[src/rtl/div_hilo_ctrl_pkg.sv]
// Shared constants for the divide sequencer: default sizing and FSM state encodings.
package div_hilo_ctrl_pkg;

   localparam int DEF_WIDTH  = 32;
   localparam int DEF_SETTLE = 4;

   // State encodings kept as plain constants so legacy code can compare against them.
   localparam logic STATE_IDLE = 1'b0;
   localparam logic STATE_WAIT = 1'b1;

   // Counter width able to hold SETTLE-1, never narrower than one bit.
   function automatic int cnt_width(input int settle);
      return (settle > 1) ? $clog2(settle) : 1;
   endfunction

endpackage

[src/rtl/div_hilo_ctrl_if.sv]
// Control-unit / datapath signal bundle for the divide sequencer and HI/LO pair.
interface div_hilo_ctrl_if
   import div_hilo_ctrl_pkg::*;
#(
   parameter int WIDTH = DEF_WIDTH
);
   logic             start;
   logic [WIDTH-1:0] op_a;
   logic [WIDTH-1:0] op_b;
   logic [WIDTH-1:0] div_a;
   logic [WIDTH-1:0] div_b;
   logic [WIDTH-1:0] div_res;
   logic [WIDTH-1:0] div_rem;
   logic [WIDTH-1:0] bus_in;
   logic             hi_wr;
   logic             lo_wr;
   logic             busy;
   logic             done;
   logic             dz;
   logic [WIDTH-1:0] hi_out;
   logic [WIDTH-1:0] lo_out;

   // Environment side: control unit plus the Div datapath beside the block.
   modport master (
      output start, op_a, op_b, div_res, div_rem, bus_in, hi_wr, lo_wr,
      input  div_a, div_b, busy, done, dz, hi_out, lo_out
   );

   // Sequencer side.
   modport slave (
      input  start, op_a, op_b, div_res, div_rem, bus_in, hi_wr, lo_wr,
      output div_a, div_b, busy, done, dz, hi_out, lo_out
   );
endinterface

[src/rtl/div_hilo_ctrl_hilo_regs.sv]
// HI/LO register pair: synchronous clear, divide/fast-path capture, direct bus writes.
module hilo_regs #(
   parameter int WIDTH = 32
) (
   input  logic             clk,
   input  logic             clr,
   input  logic             cap_en,
   input  logic [WIDTH-1:0] cap_hi,
   input  logic [WIDTH-1:0] cap_lo,
   input  logic             wr_hi,
   input  logic             wr_lo,
   input  logic [WIDTH-1:0] bus_in,
   output logic [WIDTH-1:0] hi,
   output logic [WIDTH-1:0] lo
);

   // Clear beats capture, capture beats a bus write landing on the same edge.
   always_ff @(posedge clk) begin
      // NOTE: non-blocking assignments so every register samples pre-edge values.
      if (clr) begin
         hi <= '0;
         lo <= '0;
      end else if (cap_en) begin
         hi <= cap_hi;
         lo <= cap_lo;
      end else begin
         if (wr_hi) hi <= bus_in;
         if (wr_lo) lo <= bus_in;
      end
   end

endmodule

[src/rtl/div_hilo_ctrl.sv]
// Sequencer around the combinational Div: holds operands for SETTLE cycles, then writes
// quotient to LO and remainder to HI. Divide-by-zero and INT_MIN/-1 resolve in one cycle.
module div_hilo_ctrl
   import div_hilo_ctrl_pkg::*;
#(
   parameter int WIDTH  = DEF_WIDTH,
   parameter int SETTLE = DEF_SETTLE
) (
   input logic              clk,
   input logic              clr,
   div_hilo_ctrl_if.slave   bus
);

   localparam int               CNT_W   = cnt_width(SETTLE);
   localparam logic [WIDTH-1:0] INT_MIN = {1'b1, {(WIDTH-1){1'b0}}};

   logic             state;
   logic [CNT_W-1:0] cnt;
   logic             busy_q;
   logic             done_q;
   logic             dz_q;
   logic [WIDTH-1:0] div_a_q;
   logic [WIDTH-1:0] div_b_q;

   logic             b_zero;
   logic             ovf;
   logic             fast;
   logic             capture_div;
   logic             cap_en;
   logic [WIDTH-1:0] cap_hi;
   logic [WIDTH-1:0] cap_lo;
   logic             idle;

   assign bus.busy  = busy_q;
   assign bus.done  = done_q;
   assign bus.dz    = dz_q;
   assign bus.div_a = div_a_q;
   assign bus.div_b = div_b_q;
   assign idle      = (state == STATE_IDLE);

   // Special-case detection and selection of the value written into HI/LO.
   always_comb begin
      // NOTE: every output gets a default first so no latch is inferred.
      b_zero      = (bus.op_b == '0);
      ovf         = (bus.op_a == INT_MIN) && (bus.op_b == '1);
      fast        = idle && bus.start && (b_zero || ovf);
      capture_div = (state == STATE_WAIT) && (cnt == '0);
      cap_en      = fast || capture_div;
      cap_lo      = bus.div_res;
      cap_hi      = bus.div_rem;
      if (fast && b_zero) begin
         cap_lo = '1;
         cap_hi = bus.op_a;
      end else if (fast) begin
         cap_lo = INT_MIN;
         cap_hi = '0;
      end
   end

   // FSM: accept a start in IDLE, count down the settle window in WAIT, pulse done.
   always_ff @(posedge clk) begin
      if (clr) begin
         state   <= STATE_IDLE;
         cnt     <= '0;
         busy_q  <= 1'b0;
         done_q  <= 1'b0;
         dz_q    <= 1'b0;
         div_a_q <= '0;
         div_b_q <= '0;
      end else begin
         done_q <= 1'b0;
         case (state)
            STATE_IDLE: begin
               if (bus.start) begin
                  if (b_zero) begin
                     dz_q   <= 1'b1;
                     done_q <= 1'b1;
                  end else if (ovf) begin
                     dz_q   <= 1'b0;
                     done_q <= 1'b1;
                  end else begin
                     div_a_q <= bus.op_a;
                     div_b_q <= bus.op_b;
                     cnt     <= CNT_W'(SETTLE - 1);
                     busy_q  <= 1'b1;
                     dz_q    <= 1'b0;
                     state   <= STATE_WAIT;
                  end
               end
            end
            default: begin
               if (cnt != '0) begin
                  cnt <= cnt - CNT_W'(1);
               end else begin
                  done_q <= 1'b1;
                  busy_q <= 1'b0;
                  state  <= STATE_IDLE;
               end
            end
         endcase
      end
   end

   hilo_regs #(.WIDTH(WIDTH)) u_hilo (
      .clk    (clk),
      .clr    (clr),
      .cap_en (cap_en),
      .cap_hi (cap_hi),
      .cap_lo (cap_lo),
      .wr_hi  (bus.hi_wr && idle),
      .wr_lo  (bus.lo_wr && idle),
      .bus_in (bus.bus_in),
      .hi     (bus.hi_out),
      .lo     (bus.lo_out)
   );

endmodule

[src/flat_wrapper.sv]
// flat-port wrapper written by rule: the top's interface ports become plain ports
module div_hilo_ctrl_flat import div_hilo_ctrl_pkg::*;
#(
   parameter int WIDTH  = DEF_WIDTH,
   parameter int SETTLE = DEF_SETTLE
)
  (clk, clr, bus_start, bus_op_a, bus_op_b, bus_div_res, bus_div_rem, bus_bus_in, bus_hi_wr, bus_lo_wr, bus_div_a, bus_div_b, bus_busy, bus_done, bus_dz, bus_hi_out, bus_lo_out);
  div_hilo_ctrl_if #(.WIDTH(WIDTH)) bus_i ();
  input logic clk;
  input logic clr;
  input wire logic [$bits(bus_i.start)-1:0] bus_start;
  input wire logic [$bits(bus_i.op_a)-1:0] bus_op_a;
  input wire logic [$bits(bus_i.op_b)-1:0] bus_op_b;
  input wire logic [$bits(bus_i.div_res)-1:0] bus_div_res;
  input wire logic [$bits(bus_i.div_rem)-1:0] bus_div_rem;
  input wire logic [$bits(bus_i.bus_in)-1:0] bus_bus_in;
  input wire logic [$bits(bus_i.hi_wr)-1:0] bus_hi_wr;
  input wire logic [$bits(bus_i.lo_wr)-1:0] bus_lo_wr;
  output wire logic [$bits(bus_i.div_a)-1:0] bus_div_a;
  output wire logic [$bits(bus_i.div_b)-1:0] bus_div_b;
  output wire logic [$bits(bus_i.busy)-1:0] bus_busy;
  output wire logic [$bits(bus_i.done)-1:0] bus_done;
  output wire logic [$bits(bus_i.dz)-1:0] bus_dz;
  output wire logic [$bits(bus_i.hi_out)-1:0] bus_hi_out;
  output wire logic [$bits(bus_i.lo_out)-1:0] bus_lo_out;
  assign bus_i.start = bus_start;
  assign bus_i.op_a = bus_op_a;
  assign bus_i.op_b = bus_op_b;
  assign bus_i.div_res = bus_div_res;
  assign bus_i.div_rem = bus_div_rem;
  assign bus_i.bus_in = bus_bus_in;
  assign bus_i.hi_wr = bus_hi_wr;
  assign bus_i.lo_wr = bus_lo_wr;
  assign bus_div_a = bus_i.div_a;
  assign bus_div_b = bus_i.div_b;
  assign bus_busy = bus_i.busy;
  assign bus_done = bus_i.done;
  assign bus_dz = bus_i.dz;
  assign bus_hi_out = bus_i.hi_out;
  assign bus_lo_out = bus_i.lo_out;
  div_hilo_ctrl #(.WIDTH(WIDTH), .SETTLE(SETTLE)) u_core (.clk(clk), .clr(clr), .bus(bus_i));
endmodule
[config.mk]
export PLATFORM = sky130hd
export DESIGN_NAME = div_hilo_ctrl_flat
export DESIGN_NICKNAME = d
export VERILOG_FILES = /design/src/rtl/div_hilo_ctrl_pkg.sv /design/src/rtl/div_hilo_ctrl_if.sv /design/src/rtl/div_hilo_ctrl_hilo_regs.sv /design/src/rtl/div_hilo_ctrl.sv /design/src/flat_wrapper.sv
export SDC_FILE = /design/constraint.sdc
export NUM_CORES = 1
export LEC_CHECK = 0
export CAP_MARGIN = 5
export CORE_MARGIN = 5
export CORE_UTILIZATION = 44
export DETAILED_ROUTE_END_ITERATION = 7
export GPL_TIMING_DRIVEN = 0
export PLACE_DENSITY = 0.82
export SYNTH_ARGS = -nofsm -noshare
export SYNTH_HDL_FRONTEND = slang
export SYNTH_SLANG_ARGS = --single-unit
[constraint.sdc]
create_clock -name clk -period 2.6 [get_ports clk]
set_input_delay 0.39 -clock clk [delete_from_list [all_inputs] [get_ports clk]]
set_output_delay 0.39 -clock clk [all_outputs]
set_load 0.01 [all_outputs]
## Yosys cells after proc, flatten, opt, wreduce, memory -nomap -nowiden

Index checks and enable logic that the tools add are counted.

- $add $sub $neg: 1
- Eq/ne operators: 6
- Muxes and demuxes: 29
- Bitwise logic cells: 3
- Reduce and logical (&&, ||, !) cells: 19

Operator list:

| cell | count |
|---|---|
| $mux 32 | 8 |
| $eq 32x32->1 const B | 2 |
| $logic_not 32->1 | 1 |
| $mux 1 | 16 |
| $reduce_and 4->1 | 3 |
| $mux 2 | 5 |
| $reduce_bool 2->1 | 4 |
| $logic_and 1x1->1 | 7 |
| $ne 2x1->1 const B | 2 |
| $ne 2x2->1 const B | 2 |
| $not 1->1 | 3 |
| $logic_not 2->1 | 1 |
| $logic_or 1x1->1 | 2 |
| $reduce_and 2->1 | 1 |
| $sub 2x1->2 const B | 1 |

- Register bits: 134
- Input bits: 165
- Output and inout bits: 131
- Word-level logic and storage cells: 67

## Logic depth before layout (Yosys ltp)

- Depth after elaboration: 7
- Gate-level depth with buffers: 8
- Depth with buffers taken out: 7

## Hierarchy

Synthesis repeated with hierarchy kept, for this count alone.

- Cell total of the unflattened synthesis: 700
- Area total of the unflattened synthesis: 7,123.1 µm²

By module, submodules not included:

| module | instances | cells an instance | area an instance (µm²) | sequential area each (µm²) |
|---|---|---|---|---|
| div_hilo_ctrl | 1 | 415 | 3,893.7 | 1,401.3 |
| hilo_regs | 1 | 285 | 3,229.3 | 1,281.2 |

## Worst setup path before layout

No wires, ideal clock.

- Path kind: input to register
- Start point: in bus_op_a[8]
- End point: reg u_core.div_a_q[31] (netlist: u_core.bus.div_a[31])
- Setup time: 0.123 ns
- Arrival: 2.184 ns
- Required time: 2.477 ns
- Slack: 0.293 ns
- Cell stages on the path: 6
- Buffers on the path: 1
- Cell sequence: nand4bb_1 or4_1 or4_1 clkbuf_1 nand3_1 mux2_1

- Word-level cells in the longest chain between the ends: 4

Ends and longest elaborated chain:

| element | RTL line | source |
|---|---|---|
| start: declaration | flat_wrapper.sv:12 | `input wire logic [$bits(bus_i.op_a)-1:0] bus_op_a;` |
| $eq 32x32->1 | div_hilo_ctrl.sv:45 | `ovf = (bus.op_a == INT_MIN) && (bus.op_b == '1);` |
| $logic_and 1x1->1 | div_hilo_ctrl.sv:45 |  |
| $not 1->1 (no source line) | -- |  |
| $reduce_and 4->1 (no source line) | -- |  |
| end signal: assignment | div_hilo_ctrl.sv:82 | `div_a_q <= bus.op_a;` |
| end: declaration | div_hilo_ctrl.sv:22 | `logic [WIDTH-1:0] div_a_q;` |

No other way between the ends.
A chain may end at the register's enable or synchronous reset.

## Worst setup path after layout

- Start point: in bus_op_b[14]
- End point: reg u_core.u_hilo.lo[16]

- Word-level cells in the longest chain between the ends: 7
- Elaborated cells between the ends (all ways): 11
- Those cells by class: 1 x eq/ne; 3 x mux; 7 x reduce/logical

Ends and longest elaborated chain:

| element | RTL line | source |
|---|---|---|
| start: declaration | flat_wrapper.sv:13 | `input wire logic [$bits(bus_i.op_b)-1:0] bus_op_b;` |
| $eq 32x32->1 | div_hilo_ctrl.sv:45 |  |
| $logic_and 1x1->1 | div_hilo_ctrl.sv:45 |  |
| $logic_or 1x1->1 | div_hilo_ctrl.sv:46 | `fast = idle && bus.start && (b_zero \|\| ovf);` |
| $logic_and 1x1->1 | div_hilo_ctrl.sv:46 |  |
| $mux 32 or $logic_and 1x1->1 (tied branches) | div_hilo_ctrl.sv:54, div_hilo_ctrl.sv:51 |  |
| $mux 32 | div_hilo_ctrl.sv:51 | `if (fast && b_zero) begin` |
| $mux 32 | div_hilo_ctrl_hilo_regs.sv:23 | `end else if (cap_en) begin` |
| end signal: assignment | div_hilo_ctrl_hilo_regs.sv:25 | `lo <= cap_lo;` |
| end signal: assignment | div_hilo_ctrl_hilo_regs.sv:28 | `if (wr_lo) lo <= bus_in;` |
| end: declaration | div_hilo_ctrl_hilo_regs.sv:14 | `output logic [WIDTH-1:0] lo` |

Parallel ways exist; a longest one is shown, timed or not.

==> impl_metrics.prom <==
# TYPE chip_impl_metric gauge
chip_impl_info{name="setup.worst_path.start",value="bus_op_b[14]"} 1
chip_impl_metric{name="min_period_over_period",unit=""} 0.9919
chip_impl_metric{name="skew",unit="ps"} 9.668
chip_impl_info{name="class_of_the_tightest_hold_or_removal_check",value="input port to flop"} 1
chip_impl_metric{name="num-nets-final",unit=""} 1320
chip_impl_metric{name="postSynth.asyncResetShare",unit=""} 0
chip_impl_metric{name="globalRouteOverflowTotal",unit=""} 0
chip_impl_metric{name="routed_wire_length_per_instance",unit="um"} 22.45
chip_impl_info{name="synth_top_flop_cell",value="dfxtp_1"} 1
chip_impl_metric{name="worstPathMaxFanout",unit=""} 10
chip_impl_metric{name="start_util",unit=""} 0.4520
chip_impl_metric{name="final_setup_viols",unit=""} 0
chip_impl_metric{name="io_pins",unit=""} 296
chip_impl_metric{name="grt_usage",unit=""} 0.3069
chip_impl_metric{name="ir_worst_vdd",unit="uV"} 559.3
chip_impl_metric{name="routed_wirelength",unit="um"} 31070
chip_impl_metric{name="p_int",unit="mW"} 4.969
chip_impl_metric{name="number_of_violations_reported_at_the_end_of_detailed_routing_iteration_0",unit=""} 696
chip_impl_metric{name="viasPerCell",unit=""} 5.985
chip_impl_metric{name="floorplan.core_area",unit="sq um"} 16000
chip_impl_metric{name="placementRows",unit=""} 46
chip_impl_metric{name="proportion_of_power_drawn_by_combinational_gates",unit=""} 0.253
chip_impl_metric{name="vias",unit=""} 8283
chip_impl_metric{name="fmax",unit="GHz"} 0.3878
chip_impl_metric{name="synth.yosys.warnings",unit=""} 0
chip_impl_info{name="synth_top_area_cell",value="dfxtp_1"} 1
chip_impl_metric{name="grt_start_max_net_pins",unit=""} 17
chip_impl_metric{name="die_width",unit="um"} 138.2
chip_impl_metric{name="clock_tree.htree_level_count",unit=""} 4
chip_impl_metric{name="synth_to_layout_area_growth",unit="%"} 55.93
chip_impl_metric{name="drc_violations_left",unit=""} 0
chip_impl_info{name="cts_tree",value="built"} 1
chip_impl_metric{name="cts_hold_repair.buffers",unit=""} 0
chip_impl_metric{name="total_switching_power",unit="mW"} 1.915
chip_impl_metric{name="timing.final.hold_violations",unit=""} 0
chip_impl_metric{name="synth.yosys.seq_area_share",unit=""} 0.3709
chip_impl_metric{name="grt_first_pass_wirelength",unit="um"} 46920
chip_impl_metric{name="antenna_found_initial",unit=""} 0
chip_impl_metric{name="fin_crit",unit="ps"} 2579
chip_impl_metric{name="cts.sink_count",unit=""} 134
chip_impl_info{name="critical_path.reg2reg.startpoint",value="u_core.cnt[0]"} 1
chip_impl_metric{name="ctsLongestPathBuffers",unit=""} 2
chip_impl_metric{name="detailedPlace.worstSlack",unit="ps"} -604.3
chip_impl_info{name="worstHoldStart",value="bus_op_b[11]"} 1
chip_impl_metric{name="postSynthCellCount",unit=""} 838
chip_impl_metric{name="power.switching_fraction",unit=""} 0.2782
chip_impl_metric{name="placedCellCount",unit=""} 1348
chip_impl_metric{name="power.share.sequential",unit=""} 0.349
chip_impl_metric{name="die_y",unit="um"} 138.2
chip_impl_metric{name="drt_first_pass_iters",unit=""} 7
chip_impl_info{name="cp-start-kind",value="input port"} 1
chip_impl_metric{name="layout-drive-gt1-share",unit=""} 0.07541
chip_impl_metric{name="yosysTopAreaCellShare",unit=""} 0.3709
chip_impl_metric{name="max_cap_violations",unit=""} 0
chip_impl_metric{name="routabilityCongestion",unit=""} 0.9739
chip_impl_metric{name="cell_leakage_power",unit="nW"} 4.637
chip_impl_info{name="setup.worst_path.end_class",value="flop"} 1
chip_impl_metric{name="power_density",unit="nW/um^2"} 610.4
chip_impl_metric{name="max-slew-margin-rel",unit=""} 0.5769
chip_impl_metric{name="grt_pass1_vias",unit=""} 8181
chip_impl_metric{name="setup-tns-final",unit="ps"} 0
chip_impl_metric{name="cts_buffers",unit=""} 17
chip_impl_metric{name="portBuffers",unit=""} 294
chip_impl_metric{name="synth.ff_latch_count",unit=""} 134
chip_impl_metric{name="worst_slew_pin_slew",unit="ps"} 634.7
chip_impl_metric{name="synthesis.area",unit="sq um"} 7232
chip_impl_info{name="clockRootBuffer",value="clkbuf_16"} 1
chip_impl_metric{name="synth.distinct_cells",unit=""} 39
chip_impl_metric{name="postRouteAntennaNets",unit=""} 0
chip_impl_metric{name="postLayoutCoreUtil",unit=""} 0.7048
chip_impl_metric{name="worst_slack",unit="ps"} 21.07
chip_impl_metric{name="number_of_nets_produced_by_synthesis",unit=""} 1004
chip_impl_info{name="critPathKind",value="input port to flop"} 1
chip_impl_metric{name="report.final.slew_viol_count",unit=""} 0
chip_impl_metric{name="critical_path_arrival",unit="ps"} 2890
chip_impl_metric{name="syn-mean-instance-area",unit="sq um"} 8.630
chip_impl_metric{name="clock_latency",unit="ps"} 430
chip_impl_metric{name="layoutNonFillerInstCount",unit=""} 1384
chip_impl_info{name="netlist_top_cells_area",value="dfxtp_1 37%, mux2i_1 8.7%, a21oi_1 6.9%"} 1
chip_impl_metric{name="cts.reportedPaths.clkPinSlew",unit="ps"} 60
chip_impl_metric{name="die_area",unit="sq um"} 19100
chip_impl_metric{name="dp_hpwl",unit="um"} 23880
chip_impl_info{name="outcome",value="complete, no violations"} 1
chip_impl_metric{name="synth-edff-count",unit=""} 0
chip_impl_metric{name="cp_data_required_time",unit="ps"} 2910
chip_impl_metric{name="clockPowerShare",unit=""} 0.398
kinds of logic (layout without fill, tap and decap cells):
logic type,Yosys count,in the layout,synth area share
compound gates,234,234,0.2498
fa+ha+maj,1,1,0.001730
buf+inv,189,518,0.1069
flops,134,134,0.3709
mux,64,64,0.08875
other cells,0,1,0
simple gates,216,216,0.1818
per-layer routing:
layer	GRT usage	vias to the layer above	wire (um)
met1	0.3541	3892	11630
met4	0.1409	0	1457
li1	-	3785	-
met2	0.5108	512	14610
met3	0.1093	94	3374
met5	0	-	0
area by class of cell:
type,count,area (sq um)
sequential,134,2683
antenna,1,2.502
fill,1292,4723
clock buffer,21,470.5
buffer,90,444.2
tap,216,270.3
multi-input combinational,515,3837
inverter,98,367.9
clock inverter,11,196.4
timing repair buffer,298,3005
final timing paths:
path	to	slack (ps)	depth (start not counted)
hold reg to reg	u_core.bus.div_b[28]	470	2
setup reg to reg	u_core.u_hilo.lo[29]	180	8
hold / removal	u_core.bus.div_b[11]	290	3
setup / recovery	u_core.u_hilo.lo[16]	20	9
critical path, stage by stage:
cell and delay (ps):
clkdlybuf4s50_1 550, nand4_1 120, or4_4 580, nor4_4 300, buf_6 210, buf_6 180
buf_4 200, a21oi_1 100, o221a_1 270
flip-flops by register name, indices dropped and copies added (netlist names):
name / cells
u_core.u_hilo.lo: 32
u_core.bus.div_b: 32
u_core.bus.div_a: 32
u_core.bus.dz: 1
u_core.bus.busy: 1
u_core.cnt: 2
u_core.state: 1
u_core.u_hilo.hi: 32
u_core.bus.done: 1
power by group through the flow:
stage | clock [mW] | combinational, mW | sequential [mW]
2_1_floorplan | 0 | 0.673 | 2.52
3_3_place_gp | 0 | 1.68 | 2.43
3_5_place_dp | 0 | 1.70 | 2.44
4_1_cts | 2.74 | 1.71 | 2.40
5_1_grt | 2.83 | 1.84 | 2.42
6_report | 2.74 | 1.74 | 2.40
per-stage QoR:
step	hold WS, ps	area (sq um)	power (mW)
after floorplan	474.6	7232	3.191
after global placement	443.0	10450	4.109
after detailed placement	454.0	10450	4.141
after CTS	468.8	11150	6.855
after global routing	302.2	11270	7.101
final	290.0	11280	6.884
timing repair:
| action | 4_1_cts | 5_1_grt |
|---|---|---|
| pin swaps | 1 | 10 |
| setup endpoints to repair | 123 | 124 |
| gates resized for setup | 15 | 49 |
| cloned | 0 | 1 |
| buffers inserted | 1 | 2 |
synthesized netlist by cell type, drive strengths merged (2+ instances only):
library cell,instances
a21oi,99
a222oi,32
buf,28
clkbuf,63
dfxtp,134
inv,98
mux2i,63
nand2,6
nand2b,66
nand4,43
nor2,37
nor2b,5
nor4,15
o21ai,2
o221a,31
o31ai,33
o32a,31
or2,2
or3,2
or4,35
cell usage in the layout (no fill, tap or decap), types with 10 or more instances in the layout:
| cell type | instances |
|---|---|
| dlymetal6s2s_1 | 14 |
| a21oi_1 | 99 |
| buf_4 | 12 |
| nor2_1 | 36 |
| mux2i_1 | 63 |
| clkbuf_1 | 49 |
| clkbuf_2 | 11 |
| clkbuf_16 | 17 |
| a222oi_1 | 32 |
| buf_2 | 12 |
| clkdlybuf4s50_1 | 280 |
| dfxtp_1 | 134 |
| or4_1 | 33 |
| o32a_1 | 31 |
| nand4_1 | 43 |
| o31ai_1 | 32 |
| nand2b_1 | 66 |
| nor4_1 | 10 |
| o221a_1 | 31 |
| inv_1 | 98 |
(Power assumes the default switching activity.)
==> RTL change (same flow settings) <==
The package constant `DEF_SETTLE` goes from 4 to 8.
--- a/src/rtl/div_hilo_ctrl_pkg.sv
+++ b/src/rtl/div_hilo_ctrl_pkg.sv
@@ -2,7 +2,7 @@
 package div_hilo_ctrl_pkg;
 
    localparam int DEF_WIDTH  = 32;
-   localparam int DEF_SETTLE = 4;
+   localparam int DEF_SETTLE = 8;
 
    // State encodings kept as plain constants so legacy code can compare against them.
    localparam logic STATE_IDLE = 1'b0;
Function: changed (Yosys sat finds a counterexample within 10 cycles, from zero or initial values).
==> RTL change against the unedited design <==
- total power decreased by 13%
- cell count decreased by 8.4%
- clock skew decreased by 0.0019 ns
- register-to-register slack improved by 0.38 ns
- synthesized area decreased by 11%
- worst setup slack improved by 0.016 ns
- wire length decreased by 20%
- final area decreased by 7.8%
- sequential share of layout area increased by 2.2 points
- sequential cell count increased by 1
- critical path type unchanged
- largest power group is now registers
- highest routed layer unchanged
==> RTL change: results (changes against the unedited design) <==
- Worst Path Max Fanout: 6 (-4)
- Largest cells by area after synthesis: dfxtp_1, nand2_1, a21oi_1
- Worst vdd ir: 512 uV (-8.4%)
- Synthesized Nets: 918 (-8.6%)
- WP data arrival: 2.89 ns (about the same)
- Final Skew: 0.00777 ns (-0.00189 ns)
- Post-synthesis xor/xnor area fraction: 0.00136 (+0.00136)
- Nets: 1239 (-6.1%)
- All-Layer GR Usage: 0.279 (-0.0277)
- GP Congestion: 0.869 (-11%)
- DPL Wire Length: 19200 microns (-20%)
- Lkg Pwr: 3.91 nW (-16%)
- Layout cells sized above 1: 0.139 (+0.0639)
- Mux contribution to synthesized area: 0 (-0.0888)
- ANT cells: 0 (-1)
- Status: finished, final reports clean
- I/O Buffers: 294 (unchanged)
- Drt via density: 5.40 (-9.9%)
- Starting DRC count in detailed routing: 413 (-41%)
- Most used flip-flop cell after synthesis: dfxtp_1
- Post-synthesis compound-gate area fraction: 0.276 (+0.0263)
- Sequential area share after synthesis: 0.420 (+0.0491)
- Drt pass-1 iters: 5 (-2)
- Ys async rst share: 0 (unchanged)
- Pin count of the biggest net entering global routing: 17 (unchanged)
- Synth Area in Adders: 0.00389 (+0.00216)
- Pre-CTS setup slack: -0.716 ns (-0.112 ns)
- Synth warnings: 0 (unchanged)
- Worst-Margin Slew: 0.724 ns (+0.0888 ns)
- Drt wl/cell: 19.6 microns (-12%)
- CTS max path bufs: 2 (unchanged)
- First-pass GRT wire length: 36700 microns (-22%)
- Initial antenna violation count: 0 (unchanged)
- Clock transition at path regs: 0.06 ns (about the same)
- CTS Hold Buffers Added: 0 (unchanged)
- Vias in the first global route: 6847 (-16%)
- Clock Root Buffer: clkbuf_16
- Most frequent cells after synthesis: nand2_1, dfxtp_1, a21oi_1, nand2b_1, clkbuf_1
## RTL change: changes by cell type after synthesis, moves of 33 or more
| cell | before | now |
|---|---|---|
| o31ai_1 | 33 | 0 |
| inv_1 | 98 | 3 |
| mux2i_1 | 63 | 0 |
| nand2_1 | 6 | 194 |
## RTL change: worst paths after layout
path              depth (start not counted)                    to  slack (ns)                 from
hold reg to reg                           2   u_core.bus.div_b[9]        0.45  u_core.bus.div_b[9]
setup reg to reg                          9  u_core.u_hilo.hi[25]        0.56        u_core.cnt[0]
setup / recovery                          9  u_core.u_hilo.hi[22]        0.04          bus_op_b[6]
hold / removal                            3  u_core.bus.div_b[29]        0.27         bus_op_b[29]
## RTL change: cell families (layout without fill, tap and decap cells)
group	Yosys count	count (layout)
AND/OR/NAND/NOR	341	341
AO/OA/AOI/OAI	205	205
flip-flops	135	135
buffers and inverters	67	400
adder cells (fa/ha/maj)	2	2
XOR/XNOR	1	1
## RTL change: critical path, stage by stage
cell             delay (ns)
clkdlybuf4s50_1        0.50
nand4_1                0.10
or4_4                  0.55
or4_4                  0.61
a21oi_4                0.17
buf_12                 0.14
buf_6                  0.11
a21oi_1                0.06
o32ai_2                0.27
## RTL change: repair_timing
action | 4_1_cts | 5_1_grt
resized for setup | 22 | 52
pin swaps | 5 | 12
gates cloned | 1 | 1
setup buffers | 2 | 4
endpoints found under the setup margin | 111 | 83
## RTL change: layer usage
metal | vias to the layer above | GRT usage | wire [microns]
met5 | - | 0 | 0
met4 | 0 | 0.105 | 834
met3 | 53 | 0.0919 | 2190
met2 | 282 | 0.476 | 12100
met1 | 3203 | 0.326 | 9800
li1 | 3303 | - | -
## RTL change: through the flow
step | utilization | area, sq um | instances
after CTS | 0.708 | 10200 | 1263
final | 0.721 | 10400 | 1268
after floorplan | - | 6430 | 751
after global routing | 0.721 | 10400 | 1268
after global placement | 0.666 | 9610 | 1229
after detailed placement | 0.666 | 9610 | 1229
## RTL change: area by class of cell
cell class	instances	area, sq um
repair buffers	302	3040
well taps	184	230
clock buffers	22	464
flip-flops and latches	135	2700
fillers	1139	4030
multi-input cells	549	3500
clock inverters	9	77.6
inverters	3	11.3
plain buffers	64	369
## RTL change: report_power, final
group | total (W) | internal [W] | switching [W]
logic | 0.00140 | 0.000744 | 0.000655
registers | 0.00233 | 0.00224 | 0.0000908
clock network | 0.00226 | 0.00135 | 0.000908
